[config.mk]
export PLATFORM = sky130hd
export DESIGN_NAME = light_driver
export DESIGN_NICKNAME = d
export VERILOG_FILES = /design/src/rtl/light_driver.sv
export SDC_FILE = /design/constraint.sdc
export NUM_CORES = 1
export LEC_CHECK = 0
export ABC_AREA = 0
export CORE_ASPECT_RATIO = 0.9
export CORE_MARGIN = 2
export CORE_UTILIZATION = 55
export DETAILED_ROUTE_END_ITERATION = 8
export PLACE_DENSITY = 0.91
export SLEW_MARGIN = 0
export SYNTH_ARGS = -nofsm -noshare
export SYNTH_HDL_FRONTEND = slang
export SYNTH_SLANG_ARGS = --single-unit
[constraint.sdc]
create_clock -name clk -period 3.21 [get_ports clk]
set_input_delay 0.4815 -clock clk [delete_from_list [all_inputs] [get_ports clk]]
set_output_delay 0.4815 -clock clk [all_outputs]
set_load 0.01 [all_outputs]
[src/rtl/light_driver.sv]
// Traffic light output stage: registers the controller's light command, inserts an
// all-red clearance when right-of-way changes hands, and generates flash patterns.
module light_driver #(
  parameter int unsigned CLEAR_CYCLES = 4,
  parameter int unsigned BLINK_HALF   = 8
) (
  input  logic       clk,
  input  logic       rst_n,
  input  logic       load,
  input  logic [2:0] light_code,
  output logic       main_r,
  output logic       main_y,
  output logic       main_g,
  output logic       side_r,
  output logic       side_y,
  output logic       side_g,
  output logic       walk_lamp,
  output logic       busy,
  output logic       fault
);

  localparam int unsigned CW = (CLEAR_CYCLES > 1) ? $clog2(CLEAR_CYCLES) : 1;
  localparam int unsigned BW = (BLINK_HALF > 1) ? $clog2(BLINK_HALF) : 1;

  localparam logic [2:0] CodeMainGreen  = 3'd0;
  localparam logic [2:0] CodeMainYellow = 3'd1;
  localparam logic [2:0] CodeSideGreen  = 3'd2;
  localparam logic [2:0] CodeSideYellow = 3'd3;
  localparam logic [2:0] CodeWalk       = 3'd4;
  localparam logic [2:0] CodeAllRed     = 3'd5;
  localparam logic [2:0] CodeWalkFlash  = 3'd6;
  localparam logic [2:0] CodeInvalid    = 3'd7;

  typedef enum logic [1:0] {OwnNone, OwnMain, OwnSide, OwnPed} owner_e;
  typedef enum logic [1:0] {StSteady, StClear, StFault} state_e;

  function automatic owner_e owner_of(input logic [2:0] code);
    case (code)
      CodeMainGreen, CodeMainYellow: owner_of = OwnMain;
      CodeSideGreen, CodeSideYellow: owner_of = OwnSide;
      CodeWalk, CodeWalkFlash:       owner_of = OwnPed;
      default:                       owner_of = OwnNone;
    endcase
  endfunction

  state_e        state_q, state_d;
  logic [2:0]    cur_q, cur_d;
  logic [2:0]    pend_q, pend_d;
  logic [CW-1:0] clr_q, clr_d;
  logic [BW-1:0] blink_q;
  logic          phase_q;

  owner_e own_new, own_cur;
  assign own_new = owner_of(light_code);
  assign own_cur = owner_of(cur_q);

  always_comb begin
    state_d = state_q;
    cur_d   = cur_q;
    pend_d  = pend_q;
    clr_d   = clr_q;
    unique case (state_q)
      StSteady: begin
        if (load) begin
          if (light_code == CodeInvalid) begin
            state_d = StFault;
          end else if (light_code != cur_q) begin
            if (own_new == own_cur || own_new == OwnNone || own_cur == OwnNone) begin
              cur_d = light_code;
            end else begin
              pend_d  = light_code;
              cur_d   = CodeAllRed;
              clr_d   = CW'(CLEAR_CYCLES - 1);
              state_d = StClear;
            end
          end
        end
      end
      StClear: begin
        if (load && light_code == CodeInvalid) begin
          state_d = StFault;
        end else begin
          if (load) pend_d = light_code;
          // A Load on the final clearance cycle still wins over the older pending code.
          if (clr_q == '0) begin
            cur_d   = load ? light_code : pend_q;
            state_d = StSteady;
          end else begin
            clr_d = clr_q - CW'(1);
          end
        end
      end
      StFault: ;
      default: state_d = StSteady;
    endcase
  end

  always_ff @(posedge clk or negedge rst_n) begin
    if (!rst_n) begin
      state_q <= StSteady;
      cur_q   <= CodeAllRed;
      pend_q  <= CodeAllRed;
      clr_q   <= '0;
    end else begin
      state_q <= state_d;
      cur_q   <= cur_d;
      pend_q  <= pend_d;
      clr_q   <= clr_d;
    end
  end

  // Free-running flash timebase, independent of commands and state.
  always_ff @(posedge clk or negedge rst_n) begin
    if (!rst_n) begin
      blink_q <= '0;
      phase_q <= 1'b1;
    end else if (blink_q == BW'(BLINK_HALF - 1)) begin
      blink_q <= '0;
      phase_q <= ~phase_q;
    end else begin
      blink_q <= blink_q + BW'(1);
    end
  end

  always_comb begin
    main_r    = 1'b0;
    main_y    = 1'b0;
    main_g    = 1'b0;
    side_r    = 1'b0;
    side_y    = 1'b0;
    side_g    = 1'b0;
    walk_lamp = 1'b0;
    busy      = (state_q == StClear);
    fault     = (state_q == StFault);
    if (state_q == StFault) begin
      main_r = phase_q;
      side_r = phase_q;
    end else begin
      main_g    = (cur_q == CodeMainGreen);
      main_y    = (cur_q == CodeMainYellow);
      main_r    = !(main_g || main_y);
      side_g    = (cur_q == CodeSideGreen);
      side_y    = (cur_q == CodeSideYellow);
      side_r    = !(side_g || side_y);
      walk_lamp = (cur_q == CodeWalk) || (cur_q == CodeWalkFlash && phase_q);
    end
  end

endmodule

==> results.toml, run 1 <==
[final_layout]
drive_gt1_frac = 0.181
diodes = 0
synthToLayoutAreaGrowth_pct = 19.4
fin_nets = 115
utilization = 0.713

[logic_synthesis]
netlist.area_leader.share = 0.255
syn_area_um2 = 883
synth_area_leaders = "dfrtp_1 25%, dfstp_2 15%, mux2_4 5.1%, ha_1 4.2%, nor2_1 3.8%"
syn_inst = 92
synth_edf_count = 0
seq_area_frac_synth = 0.404
synth_fp_nets = 101
synthFlopType = "dfrtp_1"
ys_async_sr_fraction = 1.00
synth_largest_area_cell = "dfrtp_1"
synth-seq-cells = 14
syn_area_per_cell_um2 = 9.60
yosys-top-cells-count = "9 x dfrtp_1, 9 x nor2_1, 7 x inv_1"
synth-warning-count = 0
synth_cell_types = 37

[drt]
drc = 0
drtIter0Drc = 16
route.detailed.wl_per_inst_um = 13.4
finalWirelength_um = 1710
dr_total_vias = 712
vias_per_cell = 5.61
first_pass_iters = 4
ant_nets = 0

[power_and_ir_drop]
power.density_nw_per_um2 = 845
irDropWorstVdd_uv = 446
power_leakage_nw = 0.477

[sta]
worstMarginPinSlew_ns = 0.576
fin_ws_ns = 0.789
setup_viol = 0
fin_tns_setup_ns = 0
fin_crit_ns = 2.42
hold_viol_final = 0
slew_headroom = 0.615
max_clock_freq_mhz = 413
rsz0062_at_grt = "no"
min_period_over_period = 0.754
drv_slew = 0
skew_ns = 0.00128

[grt]
grt_pass1_vias = 716
antenna_found_initial = 0
grt_overflow = 0
grt_max_degree = 17
track_usage = 0.227
grt_first_pass_wirelength_um = 3130

[placed_design]
place_congestion = 0.856
port_buffers = 14
pre_cts_slack_ns = 0.624
dp_hpwl_um = 1320

[critical_path]
cp.arrival_ns = 1.94
cp-start-kind = "register"
cp-end-kind = "output pin"
worstPathRequired_ns = 2.73
crit_fanout = 7
critPathKind = "register to output pin"

[floorplan]
placeableCoreArea_um2 = 1480
dieArea_um2 = 1940
die_h_um = 42.0
io_pins = 15
rows = 13
die_w_um = 46.2
initial_core_util = 0.597

[clocking]
clkLatencyLatePin_ns = 0.28
post-cts-setup-buffer-count = 0
clk_pin_slew_ns = 0.08
cts_tree = "yes"
cts_max_level = 1
clock-sinks = 14
ctsRootBufferMaster = "clkbuf_4"
ctsResizeCount = 0
postCtsHoldBufs = 0
clockBufferDepth = 2
numCtsBuffers = 3

[min_path]
hold_class = "register to register"

[job]
max_cap_viol_count = 0

[run_status]
status = "finished, final reports clean"
-- where the power goes --
| group | leakage, nW | total (mW) | internal, mW | switching [mW] |
|---|---|---|---|---|
| Combinational | 0.295 | 0.435 | 0.239 | 0.196 |
| Clock | 0.0210 | 0.124 | 0.0691 | 0.0550 |
| Sequential | 0.161 | 0.332 | 0.254 | 0.0778 |
| Total | 0.477 | 0.892 | 0.562 | 0.329 |
-- layout make-up --
| type | instances | area, um2 |
|---|---|---|
| Multi-Input combinational cell | 66 | 468 |
| Fill cell | 110 | 425 |
| Sequential cell | 14 | 357 |
| Timing Repair Buffer | 14 | 140 |
| Clock buffer | 4 | 36.3 |
| Tap cell | 22 | 27.5 |
| Inverter | 7 | 26.3 |
-- per-stage QoR --
step           hold slack, ns  total power [mW]  cells  instance area [um2]
3_3_place_gp            0.414             0.753    123                 1020
4_1_cts                 0.433             0.897    127                 1050
5_1_grt                 0.457             0.970    127                 1050
3_5_place_dp            0.422             0.770    123                 1020
2_1_floorplan           0.186             0.622     92                  883
6_report                0.427             0.892    127                 1050
-- flip-flops by register name, summed over array words and instances, names as in the netlist --
register,count
blink_q,3
clr_q,2
state_q,2
phase_q,1
cur_q,3
pend_q,3
-- per-layer routing --
layer	share of wire	GRT usage	up-vias	wire [um]
met5	0	0	-	0
li1	-	-	350	-
met3	0.029	0.0517	3	49
met2	0.49	0.344	22	843
met4	0.018	0.114	0	31
met1	0.46	0.297	337	784
-- path summary, 6_finish.rpt --
check,startpoint,to,slack [ns],depth (start not counted)
min in group asynchronous,rst_n,blink_q[0]$_DFF_PN0_,0.56,1
min,blink_q[0]$_DFF_PN0_,blink_q[0]$_DFF_PN0_,0.43,1
max reg2reg,cur_q[2]$_DFFE_PN1P_,pend_q[1]$_DFFE_PN0P_,1.13,5
max,state_q[0]$_DFFE_PN0P_,side_g,0.79,4
max in group asynchronous,rst_n,pend_q[0]$_DFFE_PN1P_,2.27,1
min reg2reg,blink_q[0]$_DFF_PN0_,blink_q[0]$_DFF_PN0_,0.43,1
-- cell families (layout without fill, tap and decap cells) --
kind of cell               count (synthesis)  after routing  share of synthesized area
AOI/OAI and AO/OA                         17             17                      0.135
xor gates and xnor gates                   2              2                     0.0198
adders and majority gates                  3              3                     0.0425
buffers and inverters                     12             25                     0.0666
DFF                                       14             14                      0.404
muxes                                      7              7                     0.0991
and+or+nand+nor                           37             37                      0.234
-- placed cells by master, fill, tap and decap left out, types with 2 or more instances in the layout --
master,instances
clkdlybuf4s50_1,14
nor2_1,9
dfrtp_1,9
inv_1,7
a21oi_1,5
nand2_1,5
dfstp_2,5
nand2b_1,3
nor3b_1,3
mux2_4,3
ha_1,3
clkbuf_4,3
nor3_1,2
nor2b_1,2
nor4b_1,2
nand3b_1,2
nor4_1,2
o21ai_0,2
xor2_1,2
o211ai_1,2
or3_1,2
a211oi_1,2
mux2i_1,2
mux2_2,2
-- worst max-delay path: stages, from the launching register on --
cell and delay [ns]:
dfrtp_1 0.43, nand2b_1 0.18, inv_1 0.12, nor4b_1 0.32, clkdlybuf4s50_1 0.61
Note: power is estimated with default switching activity, not from simulation.
==> run 2: changes to the inputs <==
CORE_UTILIZATION = 51   (was 55)
PLACE_DENSITY = 0.86   (was 0.91)
clock period = 2.42 ns   (was 3.21 ns; I/O delays follow)
==> results.toml, run 2 (synthesized netlist as in run 1, its figures left out) <==
[critical_path]
cp.buffers_inverters = 2
cp_cell_sequence = "nand2b_1, inv_1, nor3_1, and2_1, clkdlybuf4s50_1"
r2r_start = "cur_q[2]$_DFFE_PN1P_"
crit_fanout = 7
critPathKind = "register to output pin"
slowest_stage = "clkdlybuf4s50_1"
cp_slowest_stage_delay_ns = 0.53
r2r_slack_ns = 0.42
cp-end-kind = "output pin"
worstPathRequired_ns = 2.06
cp.arrival_ns = 1.91
path_delay_family = "buffers and inverters"
reg2reg_to = "cur_q[1]$_DFFE_PN0P_"
cp-start-kind = "register"
rr_worst_depth = 5

[drt]
wl_met2_um = 890
met1Wirelength_um = 811
drtIter0Drc = 30
dr_total_vias = 750
top_layer_used = "met4"
drc = 0
ant_nets = 0
dr_wl_met3_um = 83
finalWirelength_um = 1810
first_pass_iters = 4
vias_per_cell = 5.68
route.detailed.wl_per_inst_um = 13.7

[clocking]
cts_tree = "yes"
post-cts-setup-buffer-count = 0
clk_pin_slew_ns = 0.09
clkLatencyLatePin_ns = 0.28
clock-sinks = 14
ctsRootBufferMaster = "clkbuf_4"
numCtsBuffers = 3
cts_max_level = 1
clockBufferDepth = 2

[grt]
antenna_found_initial = 0
grt_max_degree = 17
track_usage = 0.207
grt_overflow = 0
grt_first_pass_wirelength_um = 2980
grt_pass1_vias = 654

[floorplan]
initial_core_util = 0.536
rows = 14
io_pins = 15
die_w_um = 47.9
placeableCoreArea_um2 = 1650
dieArea_um2 = 2080
die_h_um = 43.5

[min_path]
hold_end = "blink_q[0]$_DFF_PN0_"
hp-start = "blink_q[0]$_DFF_PN0_"
hold_depth = 1
hold_class = "register to register"

[sta]
max_clock_freq_mhz = 440
fin_crit_ns = 2.27
hold_viol_final = 0
setup_viol = 0
rsz0062_at_grt = "no"
fin_tns_setup_ns = 0
fin_ws_ns = 0.147
skew_ns = 0.00593
min_period_over_period = 0.939
slew_headroom = 0.603
worstMarginPinSlew_ns = 0.594
drv_slew = 0

[placed_design]
place_congestion = 0.835
port_buffers = 14
pre_cts_slack_ns = 0.0786
dp_hpwl_um = 1360

[run_status]
status = "finished, final reports clean"

[final_layout]
fin_nets = 118
multi_input_area_um2 = 474
diodes = 0
reg_top3 = "blink_q: 3 flops, cur_q: 3 flops, pend_q: 3 flops"
synthToLayoutAreaGrowth_pct = 22.9
final_common_cell = "clkdlybuf4s50_1"
layout_common_cells = "14 x clkdlybuf4s50_1, 9 x nor2_1, 9 x dfrtp_1"
fillers = 143
drive_gt1_frac = 0.213
seq_area_um2 = 357

[power_and_ir_drop]
power_leakage_nw = 0.493
irDropWorstVdd_uv = 601
power.density_nw_per_um2 = 1120

[job]
max_cap_viol_count = 0
-- run 2: changes by cell type in the layout (fill, tap and decap cells not counted), sizes merged --
cell  before  now
buf        0    3
-- run 2: metal layers --
| layer | global-route usage | vias to the layer above |
|---|---|---|
| met5 | 0 | - |
| met4 | 0.103 | 0 |
| met3 | 0.0375 | 4 |
| met2 | 0.309 | 24 |
| met1 | 0.286 | 359 |
| li1 | - | 363 |
-- run 2: area by class of cell --
type | instances | area share
Multi-Input combinational cell | 66 | 0.437
Inverter | 7 | 0.0242
Sequential cell | 14 | 0.328
Timing Repair Buffer | 17 | 0.150
Clock buffer | 4 | 0.0334
Tap cell | 24 | 0.0276
-- run 2: through the flow --
step / power, mW / util / hold slack (ns) / cell area (um2) / cells
final: 1.22 / 0.660 / 0.431 / 1090 / 132
after global routing: 1.30 / 0.660 / 0.451 / 1090 / 132
after CTS: 1.21 / 0.656 / 0.434 / 1080 / 132
after detailed placement: 1.04 / 0.634 / 0.423 / 1040 / 128
after global placement: 1.02 / 0.634 / 0.414 / 1040 / 128
after floorplan: 0.826 / - / 0.0674 / 883 / 92
-- run 2: how the worst max path moves through the flow --
stage / start / endpoint / slack [ns] / cells past startpoint
5_1_grt: state_q[0]$_DFFE_PN0P_ / main_y / 0.04 / 5
2_1_floorplan: light_code[1] / cur_q[1]$_DFFE_PN0P_ / 0.64 / 6
4_1_cts: state_q[0]$_DFFE_PN0P_ / walk_lamp / 0.14 / 4
3_5_place_dp: light_code[1] / cur_q[1]$_DFFE_PN0P_ / 0.08 / 6
3_3_place_gp: light_code[1] / pend_q[1]$_DFFE_PN0P_ / 0.13 / 7
6_report: state_q[0]$_DFFE_PN0P_ / main_y / 0.15 / 5
-- run 2: power breakdown --
part	internal, mW	switching [mW]	total, mW
combinational	0.331	0.274	0.605
sequential	0.338	0.108	0.445
clock	0.0917	0.0767	0.168
-- run 2: timing repair --
item                       CTS  global route
setup endpoints to repair    0             1
resized for setup            0             1
hold buffers                 0             0
==> run 3: changes to the inputs <==
CORE_ASPECT_RATIO = not set   (was 0.9)
==> results.toml, run 3 (synthesized netlist as in run 1, its figures left out) <==
[final_layout]
fin_area_um2 = 1070
final_common_cell = "clkdlybuf4s50_1"
diodes = 0
fillers = 144
final_cells = 125
layout_common_cells = "14 x clkdlybuf4s50_1, 9 x nor2_1, 9 x dfrtp_1"
drive_gt1_frac = 0.204
synthToLayoutAreaGrowth_pct = 20.8
reg_top3 = "blink_q: 3 flops, cur_q: 3 flops, pend_q: 3 flops"
fin_nets = 118

[sta]
hold_viol_final = 0
slew_headroom = 0.595
max_clock_freq_mhz = 443
rsz0062_at_grt = "no"
drv_slew = 0
skew_ns = 0.00110
min_period_over_period = 0.934
worstMarginPinSlew_ns = 0.606
setup_viol = 0
fin_ws_ns = 0.161
holdWs_ns = 0.427
fin_crit_ns = 2.26

[critical_path]
path_delay_family = "buffers and inverters"
cp.arrival_ns = 1.90
r2r_slack_ns = 0.34
crit_cells = 5
reg2reg_to = "cur_q[1]$_DFFE_PN0P_"
r2r_start = "cur_q[2]$_DFFE_PN1P_"
slowest_stage = "clkdlybuf4s50_1"
cp-end-kind = "output pin"
cp_cell_sequence = "nand2b_1, inv_1, nor3_1, and2_1, clkdlybuf4s50_1"
crit_fanout = 7
critPathCapture = "main_y"
rr_worst_depth = 5
startpoint = "state_q[0]$_DFFE_PN0P_"
critPathKind = "register to output pin"
cp.buffers_inverters = 2
worstPathRequired_ns = 2.06
cp_slowest_stage_delay_ns = 0.54
cp-start-kind = "register"

[clocking]
ctsRootBufferMaster = "clkbuf_4"
numCtsBuffers = 3
ctsResizeCount = 0
postCtsHoldBufs = 0
clk_pin_slew_ns = 0.08
clock-sinks = 14
clkLatencyLatePin_ns = 0.28
post-cts-setup-buffer-count = 0
cts_max_level = 1
clockBufferDepth = 2
cts_tree = "yes"

[grt]
antenna_found_initial = 0
grt_first_pass_wirelength_um = 2950
grt_overflow = 0
grt_pass1_vias = 675
grt_max_degree = 17
track_usage = 0.205

[placed_design]
placed_cell_area_um2 = 1030
port_buffers = 14
placed_cells = 121
place_congestion = 0.794
dp_hpwl_um = 1360
pre_cts_slack_ns = -0.00596

[drt]
ant_nets = 0
drc = 0
dr_total_vias = 730
vias_per_cell = 5.84
first_pass_iters = 4
drtIter0Drc = 12
finalWirelength_um = 1810
route.detailed.wl_per_inst_um = 14.5

[floorplan]
io_pins = 15
rows = 15
dieArea_um2 = 2080
placeableCoreArea_um2 = 1670
die_h_um = 45.6
die_w_um = 45.6
initial_core_util = 0.529

[power_and_ir_drop]
power_leakage_nw = 0.487
irDropWorstVdd_uv = 584
power.density_nw_per_um2 = 1110

[run_status]
status = "finished, final reports clean"

[min_path]
hold_class = "register to register"

[job]
max_cap_viol_count = 0
## run 3: how the worst min path moves through the flow
stage                              start                    to  cells after the start
finish              blink_q[0]$_DFF_PN0_  blink_q[0]$_DFF_PN0_                      1
global placement    blink_q[0]$_DFF_PN0_  blink_q[0]$_DFF_PN0_                      1
global route        blink_q[0]$_DFF_PN0_  blink_q[0]$_DFF_PN0_                      1
detailed placement  blink_q[0]$_DFF_PN0_  blink_q[0]$_DFF_PN0_                      1
CTS                 blink_q[0]$_DFF_PN0_  blink_q[0]$_DFF_PN0_                      1
floorplan                          rst_n  blink_q[0]$_DFF_PN0_                      0
## run 3: stage by stage
stage / total power, mW / setup TNS [ns] / util
floorplan: 0.826 / 0 / -
global placement: 1.02 / 0 / 0.619
detailed placement: 1.04 / -0.00596 / 0.619
CTS: 1.18 / 0 / 0.635
global route: 1.27 / 0 / 0.639
finish: 1.18 / 0 / 0.639
## run 3: cell type report
type                    count  area, um2  area share
repair buffers             17        163       0.152
clock buffers               4       26.3      0.0246
flip-flops and latches     14        357       0.334
inverters                   7       26.3      0.0246
multi-input cells          66        474       0.444
well taps                  17       21.3      0.0199
## run 3: where the power goes
| group | internal (mW) | switching, mW |
|---|---|---|
| Clock | 0.0640 | 0.0719 |
| Sequential | 0.337 | 0.105 |
| Combinational | 0.330 | 0.275 |
| Total | 0.731 | 0.451 |
## run 3: metal layers
| layer | GRT usage | vias up | part of all wire |
|---|---|---|---|
| li1 | - | 359 | - |
| met1 | 0.232 | 350 | 0.43 |
| met2 | 0.338 | 15 | 0.50 |
| met3 | 0.0556 | 6 | 0.044 |
| met4 | 0.129 | 0 | 0.025 |
| met5 | 0 | - | 0 |
==> RTL change, RTL diff (config.mk and constraints of run 2) <==
Reset style: synchronous (`rst_n`), changed in 2 clocked blocks.
--- a/src/rtl/light_driver.sv
+++ b/src/rtl/light_driver.sv
@@ -96,5 +96,5 @@
   end
 
-  always_ff @(posedge clk or negedge rst_n) begin
+  always_ff @(posedge clk) begin
     if (!rst_n) begin
       state_q <= StSteady;
@@ -111,5 +111,5 @@
 
   // Free-running flash timebase, independent of commands and state.
-  always_ff @(posedge clk or negedge rst_n) begin
+  always_ff @(posedge clk) begin
     if (!rst_n) begin
       blink_q <= '0;
Function: differs if rst_n is asserted again (counterexample within 4 cycles, from zero or initial values and one cycle with rst_n low); with rst_n held inactive, the same outputs for 10 cycles.
==> RTL change against run 2 <==
- final area did not move
- critical endpoint is now side_r
- register-to-register slack improved by 320 ps
- wire length rose by 10%
- worst setup slack got worse by 34 ps
- sequential cell count did not move
- synthesized area rose by 5.1%
Power is not compared: it rests on default switching activity, and its combinational part moved more than twofold at a synthesized area within 25%.
==> RTL change: results (changes against run 2) <==
STA
  • Worst Hold Slack: 442.1 ps (was 430.6 ps)
  • Worst slew pin tran: 470.7 ps (was 594.0 ps)
  • Worst Clk Skew: 4.294 ps (was 5.934 ps)

Placed design
  • Post-DP Area: 1050 um2 (was 1044 um2)
  • Pre-CTS WS: 218.3 ps (was 78.58 ps)
  • Placer Congestion: 0.8594 (was 0.8346)

Clocking
  • Post-CTS sizing: 0 (unchanged)

Layout
  • Combined area of the multi-input logic cells: 569.3 um2 (was 474.2 um2)
  • Ratio of cells with drive above 1 in the final layout: 9.244% (was 21.30%)
  • Final net count: 129 (was 118)
  • Non-filler instance count after layout: 143 (was 132)
  • Fillers: 149 (was 143)

Worst setup path
  • Worst-path fanout max: 8 (was 7)
  • RR Startpoint: cur_q[2]$_SDFFE_PN1P_ (was cur_q[2]$_DFFE_PN1P_)
  • Reg2reg path depth: 4 (was 5)
  • WP data arrival: 1940 ps (was 1910 ps)
  • Worst R2R End: state_q[0]$_SDFFE_PN0P_ (was cur_q[1]$_DFFE_PN0P_)
  • Max incr delay on CP: 550 ps (was 530 ps)
  • Reg2reg setup slack: 740 ps (was 420 ps)
  • Top Family by Delay on Critical Path: simple AND/OR/NAND/NOR gates (was buffers and inverters)

Min path
  • Hold path cells: 1 (unchanged)
  • Hold Path End: blink_q[0]$_SDFF_PP0_ (was blink_q[0]$_DFF_PN0_)
  • Worst hold path class: flop to flop (unchanged)
  • Hold path start: blink_q[0]$_SDFF_PP0_ (was blink_q[0]$_DFF_PN0_)

GRT
  • GRT met1 Usage: 25.93% (was 28.65%)
  • Initial antenna violation count: 0 (unchanged)
  • First-pass GRT wire length: 3512 um (was 2980 um)
  • Met3 usage: 7.432% (was 3.750%)
  • Vias in the first global route: 763 (was 654)
  • Routing usage on met2: 34.79% (was 30.93%)
  • Largest net degree at the start of global routing: 14 (was 17)
  • All-Layer GR Usage: 21.54% (was 20.75%)

Logic synthesis
  • Commonest cells in the netlist: dfxtp_1, nor2_1, nor2b_1 (was dfrtp_1, nor2_1, inv_1)
  • Syn_nets: 118 (was 101)
  • Synth top area cells: dfxtp_1, nor2_1, mux2i_1 (was dfrtp_1, dfstp_2, mux2_4)
  • Post-synthesis sequential area ratio: 30.19% (was 40.37%)
  • Synth cell types: 43 (was 37)
  • Ys Warns: 0 (unchanged)
  • Ys async rst share: 0% (was 100.0%)
  • Avg Cell Area, Syn: 8.517 um2 (was 9.602 um2)

Route
  • WL per Instance: 13.92 um (was 13.71 um)
  • Drt first-iter violations: 54 (was 30)
  • DR vias: 827 (was 750)

Power and ir drop
  • Switching fraction of total power: 29.76%

Status
  • Status: completed (unchanged)
[RTL change: cell types whose count changed after synthesis, moves of 4 or more]
| cell | before | now |
|---|---|---|
| dfxtp_1 | 0 | 14 |
| dfstp_2 | 5 | 0 |
| xnor2_1 | 0 | 4 |
| nor2b_1 | 2 | 6 |
| dfrtp_1 | 9 | 0 |
[RTL change: logic make-up after synthesis]
| group | Yosys count | share of synthesized area [%] |
|---|---|---|
| AO/OA/AOI/OAI | 20 | 16.85 |
| XOR/XNOR | 4 | 3.773 |
| adder cells (fa/ha/maj) | 3 | 4.044 |
| buffers and inverters | 14 | 8.489 |
| flip-flops | 14 | 30.19 |
| multiplexers | 4 | 4.313 |
| AND/OR/NAND/NOR | 50 | 32.35 |
[RTL change: final cells by class]
class                      instances  area share [%]
inverter                           4           1.382
clock buffer                       4           3.341
timing repair buffer              16           14.29
sequential                        14           25.81
tap                               24           2.765
multi-input combinational         81           52.42
[RTL change: worst max-delay path by stage]
stage                               to                     from  depth (start not counted)  slack [ps]
6_report                        side_r  state_q[0]$_SDFFE_PN0P_                          4         110
5_1_grt                         side_r  state_q[0]$_SDFFE_PN0P_                          4          10
4_1_cts                         side_r  state_q[0]$_SDFFE_PN0P_                          4         130
3_5_place_dp   state_q[0]$_SDFFE_PN0P_            light_code[2]                          5         220
3_3_place_gp     cur_q[1]$_SDFFE_PN0P_            light_code[2]                          5         350
2_1_floorplan    cur_q[1]$_SDFFE_PN0P_            light_code[0]                          5         860
[RTL change: layer usage]
| metal | share of wire [%] | vias up |
|---|---|---|
| li1 | - | 412 |
| met1 | 46 | 384 |
| met2 | 47 | 26 |
| met3 | 5.8 | 5 |
| met4 | 1.4 | 0 |
| met5 | 0 | - |
